`config.mk`:
```
export PLATFORM = sky130hd
export DESIGN_NAME = seg7_scan_driver
export DESIGN_NICKNAME = d
export VERILOG_FILES = /design/src/rtl/seg7_pkg.sv /design/src/rtl/seg7_decode.sv /design/src/rtl/seg7_scan_driver.sv
export SDC_FILE = /design/constraint.sdc
export NUM_CORES = 1
export LEC_CHECK = 0
export CAP_MARGIN = 15
export CORE_MARGIN = 5
export CORE_UTILIZATION = 53
export CTS_CLUSTER_SIZE = 40
export DETAILED_ROUTE_END_ITERATION = 12
export HOLD_SLACK_MARGIN = 0.12
export MAX_ROUTING_LAYER = met4
export PLACE_DENSITY = 0.8
export SYNTH_ARGS = -nofsm -noshare
export SYNTH_HDL_FRONTEND = slang
export SYNTH_HIERARCHICAL = 1
export SYNTH_SLANG_ARGS = --single-unit
```
`constraint.sdc`:
```
create_clock -name clk -period 1.9 [get_ports clk]
set_input_delay 0.38 -clock clk [delete_from_list [all_inputs] [get_ports clk]]
set_output_delay 0.38 -clock clk [all_outputs]
set_load 0.01 [all_outputs]
```
`src/rtl/seg7_pkg.sv`:
```
// seg7_pkg: shared constants and types for the seven-segment scan driver.
//   - Glyph table for nibbles 0..F (active-low, bit order a,b,c,d,e,f,g)
//   - SEG_OFF / SEG_DASH full-byte patterns (bit 7 = dp, active-low)
//   - Scan FSM state enum
package seg7_pkg;

  // Index n holds the pattern for nibble n; segment a is bit 6, g is bit 0.
  localparam logic [15:0][6:0] GLYPHS = {
    7'b0111000,  // F
    7'b0110000,  // E
    7'b1000010,  // d
    7'b0110001,  // C
    7'b1100000,  // b
    7'b0001000,  // A
    7'b0000100,  // 9
    7'b0000000,  // 8
    7'b0001111,  // 7
    7'b0100000,  // 6
    7'b0100100,  // 5
    7'b1001100,  // 4
    7'b0000110,  // 3
    7'b0010010,  // 2
    7'b1001111,  // 1
    7'b0000001   // 0
  };

  localparam logic [7:0] SEG_OFF  = 8'hFF;
  localparam logic [7:0] SEG_DASH = 8'b1111_1110;

  typedef enum logic [1:0] {
    ST_OFF   = 2'd0,
    ST_GAP   = 2'd1,
    ST_DRIVE = 2'd2
  } scan_state_e;

endpackage

```
`src/rtl/seg7_decode.sv`:
```
// seg7_decode: combinational nibble-to-segment decoder, shared by all digits.
// Ports:
//   nib      - 4-bit digit value
//   hex_mode - 1: show 0..F, 0: BCD (values above 9 show a dash)
//   dp       - decimal point request (active-high)
//   dark     - force the whole digit off, including the decimal point
//   seg      - active-low segments, bit 7 = dp, bits 6..0 = a..g
module seg7_decode
  import seg7_pkg::*;
(
  input  logic [3:0] nib,
  input  logic       hex_mode,
  input  logic       dp,
  input  logic       dark,
  output logic [7:0] seg
);

  always_comb begin
    seg = SEG_OFF;
    if (!dark) begin
      if (!hex_mode && (nib > 4'd9)) begin
        seg = {~dp, SEG_DASH[6:0]};
      end else begin
        seg = {~dp, GLYPHS[nib]};
      end
    end
  end

endmodule

```
`src/rtl/seg7_scan_driver.sv`:
```
// seg7_scan_driver: time-multiplexed driver for DIGITS common-anode
// seven-segment digits through one shared decoder.
// Ports:
//   clk, rst_n  - clock, asynchronous active-low reset
//   en          - scan enable; 0 darkens the display and parks the scan
//   load        - strobe latching val/dp/blank/hex_mode/lz_en into shadows
//   val         - nibble i drives digit i (digit 0 rightmost)
//   dp, blank   - per-digit decimal point and forced blanking
//   hex_mode    - 1: hex glyphs, 0: BCD with dash for invalid nibbles
//   lz_en       - leading-zero suppression enable
//   seg         - active-low segments (bit 7 = dp)
//   an          - active-low anode select, at most one bit low
//   frame_tick  - one-cycle pulse with the last driven cycle of each frame
//   err         - last load carried an invalid BCD nibble
// Outputs are registered from the current scan state, so they trail the
// FSM by one cycle; en=0 overrides that and darkens at the very next edge.
module seg7_scan_driver
  import seg7_pkg::*;
#(
  parameter int unsigned DIGITS    = 8,
  parameter int unsigned DRIVE_CYC = 1000,
  parameter int unsigned BLANK_CYC = 16
) (
  input  logic                  clk,
  input  logic                  rst_n,
  input  logic                  en,
  input  logic                  load,
  input  logic [4*DIGITS-1:0]   val,
  input  logic [DIGITS-1:0]     dp,
  input  logic [DIGITS-1:0]     blank,
  input  logic                  hex_mode,
  input  logic                  lz_en,
  output logic [7:0]            seg,
  output logic [DIGITS-1:0]     an,
  output logic                  frame_tick,
  output logic                  err
);

  localparam int IDX_W   = $clog2(DIGITS);
  localparam int CNT_MAX = (DRIVE_CYC > BLANK_CYC) ? DRIVE_CYC : BLANK_CYC;
  localparam int CNT_W   = (CNT_MAX > 1) ? $clog2(CNT_MAX) : 1;

  scan_state_e          state;
  logic [IDX_W-1:0]     idx;
  logic [CNT_W-1:0]     cnt;

  logic [4*DIGITS-1:0]  sh_val;
  logic [DIGITS-1:0]    sh_dp;
  logic [DIGITS-1:0]    sh_blank;
  logic                 sh_hex;
  logic                 sh_lz;

  logic [DIGITS-1:0]    lz_sup;
  logic                 lz_run;
  logic                 bcd_bad;

  logic                 gap_done;
  logic                 drive_done;
  logic                 last_digit;
  logic                 enter_drive;

  logic [3:0]           nib_p0;
  logic                 hex_p0;
  logic                 dp_p0;
  logic                 dark_p0;
  logic [7:0]           dec_seg;

  logic [7:0]           seg_nxt;
  logic [DIGITS-1:0]    an_nxt;
  logic                 tick_nxt;

  // Any invalid BCD nibble in the incoming word (judged at load time).
  always_comb begin
    bcd_bad = 1'b0;
    for (int i = 0; i < DIGITS; i++) begin
      bcd_bad = bcd_bad | (val[4*i +: 4] > 4'd9);
    end
  end

  // Leading-zero suppression: walk from the most significant digit down,
  // a digit is suppressed while every nibble from it upward is zero.
  // Digit 0 always stays visible so a zero value still shows "0".
  always_comb begin
    lz_sup = '0;
    lz_run = 1'b1;
    for (int i = DIGITS - 1; i >= 0; i--) begin
      lz_run = lz_run & (sh_val[4*i +: 4] == 4'd0);
      if (i > 0) begin
        lz_sup[i] = sh_lz & lz_run;
      end
    end
  end

  assign gap_done    = (cnt == CNT_W'(BLANK_CYC - 1));
  assign drive_done  = (cnt == CNT_W'(DRIVE_CYC - 1));
  assign last_digit  = (idx == IDX_W'(DIGITS - 1));
  assign enter_drive = en && (state == ST_GAP) && gap_done;

  // Shadow registers and error flag; load is honoured regardless of en.
  always_ff @(posedge clk or negedge rst_n) begin
    if (!rst_n) begin
      sh_val   <= '0;
      sh_dp    <= '0;
      sh_blank <= '0;
      sh_hex   <= 1'b0;
      sh_lz    <= 1'b0;
      err      <= 1'b0;
    end else if (load) begin
      sh_val   <= val;
      sh_dp    <= dp;
      sh_blank <= blank;
      sh_hex   <= hex_mode;
      sh_lz    <= lz_en;
      err      <= ~hex_mode & bcd_bad;
    end
  end

  // Scan FSM: GAP (all anodes off) then DRIVE (one anode on), per digit.
  always_ff @(posedge clk or negedge rst_n) begin
    if (!rst_n) begin
      state <= ST_GAP;
      idx   <= '0;
      cnt   <= '0;
    end else if (!en) begin
      state <= ST_OFF;
      idx   <= '0;
      cnt   <= '0;
    end else begin
      case (state)
        ST_OFF: begin
          state <= ST_GAP;
          idx   <= '0;
          cnt   <= '0;
        end
        ST_GAP: begin
          if (gap_done) begin
            state <= ST_DRIVE;
            cnt   <= '0;
          end else begin
            cnt <= cnt + 1'b1;
          end
        end
        ST_DRIVE: begin
          if (drive_done) begin
            state <= ST_GAP;
            cnt   <= '0;
            idx   <= last_digit ? '0 : idx + 1'b1;
          end else begin
            cnt <= cnt + 1'b1;
          end
        end
        default: begin
          state <= ST_GAP;
          idx   <= '0;
          cnt   <= '0;
        end
      endcase
    end
  end

  // ---- p0: digit contents frozen on DRIVE entry (loads cannot disturb a lit digit)
  always_ff @(posedge clk) begin
    if (enter_drive) begin
      nib_p0  <= sh_val[{idx, 2'b00} +: 4];
      hex_p0  <= sh_hex;
      dp_p0   <= sh_dp[idx];
      dark_p0 <= sh_blank[idx] | lz_sup[idx];
    end
  end

  seg7_decode u_decode (
    .nib      (nib_p0),
    .hex_mode (hex_p0),
    .dp       (dp_p0),
    .dark     (dark_p0),
    .seg      (dec_seg)
  );

  always_comb begin
    seg_nxt  = SEG_OFF;
    an_nxt   = '1;
    tick_nxt = 1'b0;
    if (en && (state == ST_DRIVE)) begin
      seg_nxt  = dec_seg;
      an_nxt   = ~(DIGITS'(1) << idx);
      tick_nxt = drive_done && last_digit;
    end
  end

  // ---- output registers (pin-facing)
  always_ff @(posedge clk or negedge rst_n) begin
    if (!rst_n) begin
      seg        <= SEG_OFF;
      an         <= '1;
      frame_tick <= 1'b0;
    end else begin
      seg        <= seg_nxt;
      an         <= an_nxt;
      frame_tick <= tick_nxt;
    end
  end

endmodule

```
==> impl_summary.log <==
[metrics] cell area after layout: 5441 µm²
[metrics] result of the run: finished clean
[metrics] mean area per synthesized cell: 12.68 µm²
[metrics] fraction of registers with async set or reset after synthesis: 0.9222
[metrics] area share of fa/ha/maj cells after synthesis: 0.04657
[metrics] clock root buffer: sky130_fd_sc_hd__clkbuf_8
[metrics] total I/O pin count: 72
[metrics] sum of negative setup slack: 0 ns
[metrics] register bit count reported by yosys: 90
[metrics] crit end category: output pin
[metrics] Peak supply drop: 0.4127 mV
[metrics] cell type contributing the most total cell area after synthesis: sky130_fd_sc_hd__dfrtp_1
[metrics] clock tree from TritonCTS: built
[metrics] reported max-cap violation count: 0
[metrics] number of rows created at floorplan: 32
[metrics] Final period util: 0.9430
[metrics] leakage dissipation: 0.002162 µW
[metrics] Fill cells: 554
[metrics] required time reported for the critical path endpoint: 1.52 ns
[metrics] setup repair after global routing missed its margin: false
[metrics] Worst Path Class, Setup: flop to output pin
[metrics] met2 WL: 4022 µm
[metrics] total CTS buffers: 9
[metrics] Synth cell types: 47
[metrics] number of enable-type register cells in the synthesized netlist: 7
[metrics] count of synthesis-stage warnings from yosys: 6
[metrics] detailed-route via count: 2823
[metrics] leading post-synthesis cells by instance count: sky130_fd_sc_hd__dfrtp_1 (66), sky130_fd_sc_hd__mux2_2 (51), sky130_fd_sc_hd__nand2_1 (28), sky130_fd_sc_hd__nor2_1 (23), sky130_fd_sc_hd__dfstp_2 (17)
[metrics] area occupied by registers: 2308 µm²
[metrics] post-DR wirelength/cell: 15.73 µm
[metrics] number of nets still failing antenna checks after routing: 0
[metrics] total area of multi-input combinational cells: 1871 µm²
[metrics] Total Die Area: 10010 µm²
[metrics] Util after Layout: 0.6970
[metrics] compound-gate portion of the synthesized area: 0.05908
[metrics] count of mapped cells out of synthesis: 339
[metrics] data arrival time of the critical path: 1.41 ns
[metrics] signed area change from the synthesized netlist to the final layout: 26.57%
[metrics] final-report max-slew violation count: 0
[metrics] area of the mapped netlist: 4299 µm²
[metrics] DRC viols: 0
[metrics] initial antenna violation count: 0
[metrics] amount of wire on met3 after detailed routing: 337 µm
[metrics] Worst Hold Class: input pin to asynchronous set/reset pin
[metrics] final routed wirelength across all metal layers: 8210 µm
[metrics] cell area reported after detailed placement: 5146 µm²
[metrics] number of setup violations in the final report: 0
[metrics] M1 WL: 3708 µm
[metrics] share of post-route cells with drive strength above 1: 0.2762
[metrics] final clock skew: 0.007956 ns
[metrics] Power per Cell Area: 788.5 nW/µm²
[metrics] effective utilization at floorplan: 0.5506
[metrics] Worst Max-Slew Pin Slew: 0.5920 ns
[metrics] largest net degree at the start of global routing: 52
[metrics] final critical path time including I/O delays and setup: 1.792 ns
[metrics] die span in x: 100.1 µm
[metrics] via density per instance: 5.408
[metrics] highest signal layer in the routed design: met4
[metrics] post-layout instance count excluding filler cells: 522
[metrics] proportion of synthesized chip area in sequential cells: 0.5370
[metrics] clk_lat worst skew: 0.36 ns
[metrics] core area: 7807 µm²
[metrics] total count of hold-check failures in the final report: 0
[metrics] IO Port Bufs: 71
[metrics] Post-Synth Simple-Gate Area: 0.1161
[metrics] worst rel slew slack: 0.6053
[metrics] primary flip-flop cell chosen by synthesis mapping: sky130_fd_sc_hd__dfrtp_1
[metrics] slowest stage delay, CP: 0.53 ns
[metrics] maximum clock rate: 558.1 MHz
[metrics] layout net count: 485
[metrics] cell count after placement: 505
[metrics] area share of the largest cell type after synthesis: 0.3842
[metrics] count of H-tree levels built during CTS: 3
[metrics] combined global-route utilization of all metal layers: 0.1821
[metrics] die boundary height: 100.1 µm
[metrics] wire length of the first global-routing pass: 13990 µm
[metrics] number of sinks on the clock net: 90
[metrics] Worst Path Buf+Inv: 1
[metrics] gpl congestion: 0.8035
[metrics] most repeated cell in the gate-level netlist after synthesis: sky130_fd_sc_hd__dfrtp_1
[metrics] number of search-and-repair iterations in the first detailed-routing pass: 4
[metrics] biggest fanout along the worst timing path: 1
[metrics] buffer depth of the longest clock path: 2
[metrics] multiplexer share of the synthesized area: 0.1964
[metrics] vias in the first global route: 2946
[metrics] DR iter-0 viols: 88
[metrics] startpoint class of the critical path: flop
[metrics] xor/xnor share of the synthesized area: 0.01630
[metrics] Post-Synthesis Net Count: 409
[metrics] total congestion overflow: 0
[metrics] critical path cell sequence: clkdlybuf4s50_1
[metrics] cell types occupying the most area after synthesis: sky130_fd_sc_hd__dfrtp_1 (38%), sky130_fd_sc_hd__mux2_2 (13%), sky130_fd_sc_hd__dfstp_2 (10%), sky130_fd_sc_hd__mux4_2 (6.3%), sky130_fd_sc_hd__edfxtp_1 (4.9%)
[metrics] DPL Wire Length: 6275 µm
[metrics] cell family with most CP delay: flip-flops
[metrics] main combinational cell family by area after synthesis: multiplexers
[metrics] Post-CTS Repair Setup Buffers: 0
[metrics] count of antenna diodes in the layout: 0
[metrics] critical-path cell with the highest stage delay: sky130_fd_sc_hd__dfstp_2
[metrics] clock-pin slew reported for the worst setup and hold paths after clock tree synthesis: 0.09 ns
==> logic make-up (layout without fill, tap and decap cells) <==
kind of cell,after synthesis,after routing
flip-flops,90,90
buffers and inverters,26,107
multiplexers,63,63
XOR/XNOR,8,8
adder cells (fa/ha/maj),16,16
AO/OA/AOI/OAI,37,37
AND/OR/NAND/NOR,99,99
==> metal layers <==
layer,vias up,track usage
li1,1368,-
met1,1368,0.2378
met2,72,0.2889
met3,15,0.03753
met4,0,0.05699
met5,-,-
==> stage by stage <==
step	hold WS [ns]	total power, µW	setup slack, ns
floorplan	0.08441	2347	0.2396
global route	0.4713	4459	0.03226
CTS	0.4495	4332	0.07695
finish	0.4579	4291	0.1083
global placement	0.2992	2560	0.1289
detailed placement	0.3008	2573	0.08551
==> what timing repair did <==
item,in CTS,in global routing
hold buffers,1,0
resized for setup,0,1
setup endpoints to repair,0,10
hold endpoints to repair,7,0
==> report_power, final <==
| part | internal (µW) | total, µW | switching [µW] | leakage [µW] |
|---|---|---|---|---|
| Clock | 1090 | 1760 | 667 | 0.000142 |
| Sequential | 2050 | 2130 | 78.0 | 0.00105 |
| Combinational | 257 | 403 | 145 | 0.000973 |
==> layout by cell type, fill, tap and decap left out, types with 3 or more instances in the layout <==
master	netlist	final
sky130_fd_sc_hd__inv_1	9	9
sky130_fd_sc_hd__edfxtp_1	7	7
sky130_fd_sc_hd__nand4_1	3	3
sky130_fd_sc_hd__nand2b_1	10	10
sky130_fd_sc_hd__buf_4	2	6
sky130_fd_sc_hd__nor2b_1	3	3
sky130_fd_sc_hd__ha_1	16	16
sky130_fd_sc_hd__nand3_1	7	7
sky130_fd_sc_hd__o211ai_1	3	3
sky130_fd_sc_hd__clkbuf_8	0	9
sky130_fd_sc_hd__bufinv_16	0	4
sky130_fd_sc_hd__a21oi_1	4	4
sky130_fd_sc_hd__mux4_2	12	12
sky130_fd_sc_hd__nand2_1	28	28
sky130_fd_sc_hd__xnor2_1	7	7
sky130_fd_sc_hd__nor3_1	4	4
sky130_fd_sc_hd__o311ai_1	3	3
sky130_fd_sc_hd__clkdlybuf4s50_1	0	69
sky130_fd_sc_hd__dfrtp_1	66	66
sky130_fd_sc_hd__buf_12	0	3
sky130_fd_sc_hd__dfstp_2	17	17
sky130_fd_sc_hd__mux2_2	51	51
sky130_fd_sc_hd__nor4_1	7	7
sky130_fd_sc_hd__nor2_1	23	23
sky130_fd_sc_hd__o21ai_0	15	15
==> area by class of cell <==
cell class | count | share of cell area
Clock buffer | 10 | 0.02736
Multi-Input combinational cell | 223 | 0.3438
Tap cell | 102 | 0.02345
Timing Repair Buffer | 80 | 0.1490
Sequential cell | 90 | 0.4242
Clock inverter | 6 | 0.02460
Inverter | 11 | 0.007588
==> state kept, by name, summed over array words and instances (netlist names), 2 cells and up <==
signal / count
an: 8
cnt: 10
idx: 3
nib_p0: 4
seg: 8
sh_blank: 8
sh_dp: 8
sh_val: 32
state: 2
==> final timing paths <==
check	start	end	slack, ns	cells past startpoint
worst max-delay path	an[1]	an[1]	0.11	1
worst min-delay path	rst_n	state[1]	0.46	2
worst max register to register	sh_val[18]	dark_p0	0.14	5
worst min register to register	cnt[0]	cnt[0]	0.46	1
max in group asynchronous	rst_n	sh_val[24]	0.89	3
min in group clk	cnt[0]	cnt[0]	0.46	1
(Power assumes the default switching activity.)
